File: config.mk
export PLATFORM = sky130hd
export DESIGN_NAME = spi_arb
export DESIGN_NICKNAME = d
export VERILOG_FILES = /design/src/rtl/spi_arb_pkg.sv /design/src/rtl/spi_arb_rr.sv /design/src/rtl/spi_arb.sv
export SDC_FILE = /design/constraint.sdc
export NUM_CORES = 1
export LEC_CHECK = 0
export ABC_CLOCK_PERIOD_IN_PS = 2850
export CAP_MARGIN = 30
export CORE_UTILIZATION = 47
export CTS_BUF_LIST = sky130_fd_sc_hd__clkbuf_4 sky130_fd_sc_hd__clkbuf_8
export DETAILED_ROUTE_END_ITERATION = 7
export PLACE_DENSITY = 0.88
export REMOVE_ABC_BUFFERS = 1
export SLEW_MARGIN = 20
export SYNTH_ARGS = -nofsm -noshare
export SYNTH_HDL_FRONTEND = slang
export SYNTH_HIERARCHICAL = 1
export SYNTH_SLANG_ARGS = --single-unit
File: constraint.sdc
create_clock -name clk -period 2.85 [get_ports clk]
set_clock_uncertainty 0.1 [all_clocks]
set_input_delay 0.57 -clock clk [delete_from_list [all_inputs] [get_ports clk]]
set_output_delay 0.57 -clock clk [all_outputs]
set_load 0.05 [all_outputs]
File: src/rtl/spi_arb_pkg.sv
// Shared types and defaults for the two-client SPI burst arbiter.
package spi_arb_pkg;
    localparam int LEN_W_DEF = 4;

    typedef enum logic [1:0] {
        ST_IDLE  = 2'd0,
        ST_ISSUE = 2'd1,
        ST_WAIT  = 2'd2,
        ST_DONE  = 2'd3
    } state_t;
endpackage

File: src/rtl/spi_arb_rr.sv
// Two-way picker: on a tie the client not granted last (i_last) wins.
module spi_arb_rr
    import spi_arb_pkg::*;
(
    input  logic [1:0] i_req,
    input  logic       i_last,
    output logic       o_grant,
    output logic       o_valid
);
    always_comb begin
        o_valid = |i_req;
        if (i_req == 2'b11) o_grant = ~i_last;
        else                o_grant = i_req[1];
    end
endmodule

File: src/rtl/spi_arb.sv
// Two-client burst arbiter in front of a single SPI byte engine.
// Define SPI_ARB_RR_EN for round-robin arbitration; default is fixed priority (client 0 wins).
//
// state    | meaning
// IDLE     | no owner; arbitrate pending requests
// ISSUE    | offer granted client's byte to the engine while it is ready
// WAIT     | byte in flight; wait for spi_done
// DONE     | burst finished; pulse done, release grant
module spi_arb
    import spi_arb_pkg::*;
#(
    parameter int LEN_W = LEN_W_DEF
) (
    input  logic             clk,
    input  logic             rst,
    input  logic             c0_req,
    input  logic [LEN_W-1:0] c0_len,
    input  logic [7:0]       c0_tx_data,
    output logic             c0_gnt,
    output logic             c0_tx_ack,
    output logic [7:0]       c0_rx_data,
    output logic             c0_rx_valid,
    output logic             c0_done,
    input  logic             c1_req,
    input  logic [LEN_W-1:0] c1_len,
    input  logic [7:0]       c1_tx_data,
    output logic             c1_gnt,
    output logic             c1_tx_ack,
    output logic [7:0]       c1_rx_data,
    output logic             c1_rx_valid,
    output logic             c1_done,
    output logic             spi_req,
    output logic [7:0]       spi_data_out,
    input  logic             spi_rdy,
    input  logic [7:0]       spi_data_in,
    input  logic             spi_done,
    output logic             busy
);
    localparam logic [LEN_W-1:0] ONE = LEN_W'(1);

    state_t           r_state;
    logic             r_sel;
    logic [LEN_W-1:0] r_len;
    logic [LEN_W-1:0] r_cnt;
    logic [1:0]       r_gnt;
    logic [1:0]       r_rx_valid;
    logic [1:0]       r_done;
    logic [7:0]       r_rx_data0;
    logic [7:0]       r_rx_data1;
    logic             w_grant;
    logic             w_valid;
    logic             w_last;
    logic             w_issue;

`ifdef SPI_ARB_RR_EN
    logic r_last;
    assign w_last = r_last;
`else
    // Pretending client 1 was always granted last makes the picker fixed-priority.
    assign w_last = 1'b1;
`endif

    spi_arb_rr u_rr (
        .i_req   ({c1_req, c0_req}),
        .i_last  (w_last),
        .o_grant (w_grant),
        .o_valid (w_valid)
    );

    always_ff @(posedge clk or posedge rst) begin
        if (rst) begin
            r_state    <= ST_IDLE;
            r_sel      <= 1'b0;
            r_len      <= '0;
            r_cnt      <= '0;
            r_gnt      <= 2'b00;
            r_rx_valid <= 2'b00;
            r_done     <= 2'b00;
            r_rx_data0 <= 8'h00;
            r_rx_data1 <= 8'h00;
`ifdef SPI_ARB_RR_EN
            r_last     <= 1'b1;
`endif
        end else begin
            r_rx_valid <= 2'b00;
            r_done     <= 2'b00;
            case (r_state)
                ST_IDLE: begin
                    if (w_valid) begin
                        r_sel   <= w_grant;
                        r_len   <= w_grant ? c1_len : c0_len;
                        r_cnt   <= '0;
                        r_gnt   <= w_grant ? 2'b10 : 2'b01;
                        r_state <= ST_ISSUE;
                    end
                end
                ST_ISSUE: begin
                    if (spi_rdy) r_state <= ST_WAIT;
                end
                ST_WAIT: begin
                    if (spi_done) begin
                        if (r_sel) r_rx_data1 <= spi_data_in;
                        else       r_rx_data0 <= spi_data_in;
                        r_rx_valid <= r_sel ? 2'b10 : 2'b01;
                        // Wrapping compare: len 0 runs the full 2**LEN_W bytes.
                        if (r_cnt == r_len - ONE) begin
                            r_gnt   <= 2'b00;
                            r_done  <= r_sel ? 2'b10 : 2'b01;
                            r_state <= ST_DONE;
                        end else begin
                            r_cnt   <= r_cnt + ONE;
                            r_state <= ST_ISSUE;
                        end
                    end
                end
                ST_DONE: begin
`ifdef SPI_ARB_RR_EN
                    r_last  <= r_sel;
`endif
                    r_state <= ST_IDLE;
                end
                default: r_state <= ST_IDLE;
            endcase
        end
    end

    assign w_issue      = (r_state == ST_ISSUE);
    assign spi_req      = w_issue & spi_rdy;
    assign spi_data_out = w_issue ? (r_sel ? c1_tx_data : c0_tx_data) : 8'h00;
    assign c0_tx_ack    = spi_req & ~r_sel;
    assign c1_tx_ack    = spi_req & r_sel;
    assign c0_gnt       = r_gnt[0];
    assign c1_gnt       = r_gnt[1];
    assign c0_rx_valid  = r_rx_valid[0];
    assign c1_rx_valid  = r_rx_valid[1];
    assign c0_done      = r_done[0];
    assign c1_done      = r_done[1];
    assign c0_rx_data   = r_rx_data0;
    assign c1_rx_data   = r_rx_data1;
    assign busy         = (r_state != ST_IDLE);
endmodule

==> flow_summary.json <==
{
  "place.detailed.hpwl_um": 3056,
  "layout_commonest_cell": "clkdlybuf4s50_1",
  "area_growth_pct": 51.49,
  "vias": 1401,
  "synth_area_leaders": "dfrtp_1, mux2_2, mux2i_1",
  "yosysSeqAreaShare": 0.5027,
  "critPathMaxStageDelay_ns": 0.71,
  "overflow": 0,
  "firstDrtPassIters": 4,
  "syn-instance-count": 148,
  "status": "complete, no violations",
  "drtIter0Drc": 45,
  "tightestPinTransition_ns": 0.6760,
  "synth_top_cell_area_share": 0.5027,
  "numPortBuffers": 71,
  "dpl_worst_slack_ns": 0.6056,
  "synth-warning-count": 6,
  "die_area_um2": 3736,
  "crit_fanout": 9,
  "worst-path-buf-inv": 1,
  "antenna_found_initial": 0,
  "path_class": "flop to output pin",
  "die_h_um": 61.12,
  "startpoint_type": "flop",
  "drive_gt1_frac": 0.2089,
  "diodes": 0,
  "fin_crit_ns": 2.507,
  "grtUsageTotal": 0.2406,
  "setup_viol": 0,
  "totalWireLength_um": 4016,
  "num_rows": 21,
  "netlist_area_um2": 1643,
  "drtAntennaViolNets": 0,
  "cts_max_path_buffers": 2,
  "final_cell_mix": "clkdlybuf4s50_1, dfrtp_1, mux2_2, nor2_1, buf_4",
  "finalWorstSetupSlack_ns": 0.3429,
  "cts_made_buffers": 5,
  "irDropWorstVdd_mv": 0.7350,
  "p_per_area_nw_per_um2": 1151,
  "fmax_mhz": 398.9,
  "yosys_register_bits": 33,
  "endpoint_kind": "output pin",
  "cts-resized-gates": 0,
  "setup_tns_ns": 0,
  "final-hold-violation-count": 0,
  "core_area_um2": 3337,
  "finalWeightedCongestion": 0.8750,
  "holdBufCountCts": 0,
  "cts.sinks": 33,
  "io_pins": 72,
  "clkTransAtPathRegs_ns": 0.11,
  "synth_area_leader_cell": "dfrtp_1",
  "grt_pass1_wl_um": 6285,
  "drcViolationCount": 0,
  "grt_pass1_vias": 1429,
  "final_util": 0.7458,
  "root_buffer": "clkbuf_4",
  "start_util": 0.4923,
  "p_leak_nw": 1.119,
  "seq_area_um2": 825.8,
  "holdCritPathClass": "flop to flop",
  "worstPathCellList": "or2_2 -> clkdlybuf4s50_1",
  "nNetsFinal": 264,
  "worstPathArrival_ns": 1.84,
  "drv_slew": 0,
  "post_drt_via_cell_ratio": 5.170,
  "slew-limit-headroom": 0.5493,
  "finalInstanceArea_um2": 2489,
  "finalCritPeriodShare": 0.8797,
  "critPathSlowestCell": "clkdlybuf4s50_1",
  "multi_input_area_um2": 768.2,
  "cap_violations": 0,
  "syn-mean-instance-area_um2": 11.10,
  "cts_setup_buffers": 0,
  "place_area_um2": 2400,
  "instances_no_fill": 271,
  "grt_max_degree": 34,
  "clk_latency_ns": 0.33,
  "dieWidth_um": 61.12,
  "rsz0062_at_grt": "false",
  "synth_cell_types": 39,
  "cts_tree": "yes",
  "required_ns": 2.18,
  "num-fill-cells": 241,
  "path_delay_family": "buffers and inverters",
  "detail_route.wl_per_cell_um": 14.82,
  "dp_cells": 263,
  "cts_max_level": 2
}
final cells by class:
type | count | area share
Multi-Input combinational cell | 103 | 0.3087
Sequential cell | 33 | 0.3318
Clock buffer | 7 | 0.02363
Timing Repair Buffer | 75 | 0.2916
Tap cell | 46 | 0.02313
Clock inverter | 1 | 0.01207
Inverter | 6 | 0.009050
sequential cells by signal, summed over array words and instances (netlist names):
| signal | count |
|---|---|
| r_rx_valid | 2 |
| c1_rx_data | 8 |
| r_cnt | 4 |
| r_state | 2 |
| r_gnt | 2 |
| r_len | 4 |
| r_sel | 1 |
| r_done | 2 |
| c0_rx_data | 8 |
stage by stage:
stage / hold slack [ns] / total power [mW]
CTS: 0.4198 / 2.886
global placement: 0.3874 / 2.451
finish: 0.4166 / 2.865
floorplan: 0.4161 / 1.931
detailed placement: 0.3978 / 2.505
global route: 0.4456 / 3.024
path summary, 6_finish.rpt:
path                       slack (ns)                   endpoint  depth (start not counted)                      start
min reg2reg                      0.42  c1_rx_data[5]$_DFFE_PP0P_                          1  c1_rx_data[5]$_DFFE_PP0P_
min                              0.42  c1_rx_data[5]$_DFFE_PP0P_                          1  c1_rx_data[5]$_DFFE_PP0P_
max                              0.34                       busy                          2     r_state[0]$_DFFE_PP0P_
max reg2reg                      0.88  c1_rx_data[5]$_DFFE_PP0P_                          2          r_sel$_DFFE_PP0P_
max in group asynchronous        1.81       r_len[3]$_DFFE_PP0P_                          3                        rst
min in group asynchronous        0.53  c1_rx_data[7]$_DFFE_PP0P_                          3                        rst
power breakdown:
part	internal, mW	total [mW]	switching (mW)
Combinational	0.634	1.69	1.05
Clock	0.219	0.375	0.156
Sequential	0.638	0.802	0.163
Total	1.49	2.86	1.37
worst reg2reg max path, cell delays in order (launching register included):
cell     delay, ns
dfrtp_1       0.79
nand3_1       0.55
mux2_2        0.43
cells in the mapped netlist, drive strengths merged:
cell type  instances
nand3              5
o21ai              6
inv                6
xnor3              1
nor3               2
dfrtp             33
o2bb2ai            1
nand2b             1
clkbuf             2
a21boi             1
a32o               1
o311ai             1
a31o               1
o311a              1
and3               1
a22oi              1
xnor2              2
buf                4
nand2              6
nor2              18
xor2               2
mux2              17
conb               1
nor3b              1
a21oi              6
o31ai              1
mux2i             13
nor2b              4
nand3b             1
or2                4
or3                1
a31oi              1
ha                 2
metal layers:
layer,GRT usage,wire (um),vias to the layer above
met5,0,0,-
met4,0.08766,68,0
met3,0.07563,381,9
met2,0.4752,2138,68
met1,0.2288,1428,659
li1,-,-,665
cells by family after synthesis:
| logic type | after synthesis | share of synthesized area |
|---|---|---|
| xor gates and xnor gates | 5 | 0.03504 |
| other | 1 | 0.002283 |
| DFF | 33 | 0.5027 |
| AOI/OAI and AO/OA | 21 | 0.08302 |
| muxes | 30 | 0.1957 |
| and+or+nand+nor | 44 | 0.1363 |
| buffers and inverters | 12 | 0.02970 |
| adders and majority gates | 2 | 0.01523 |
No activity file was read; power rests on OpenSTA's default activity.
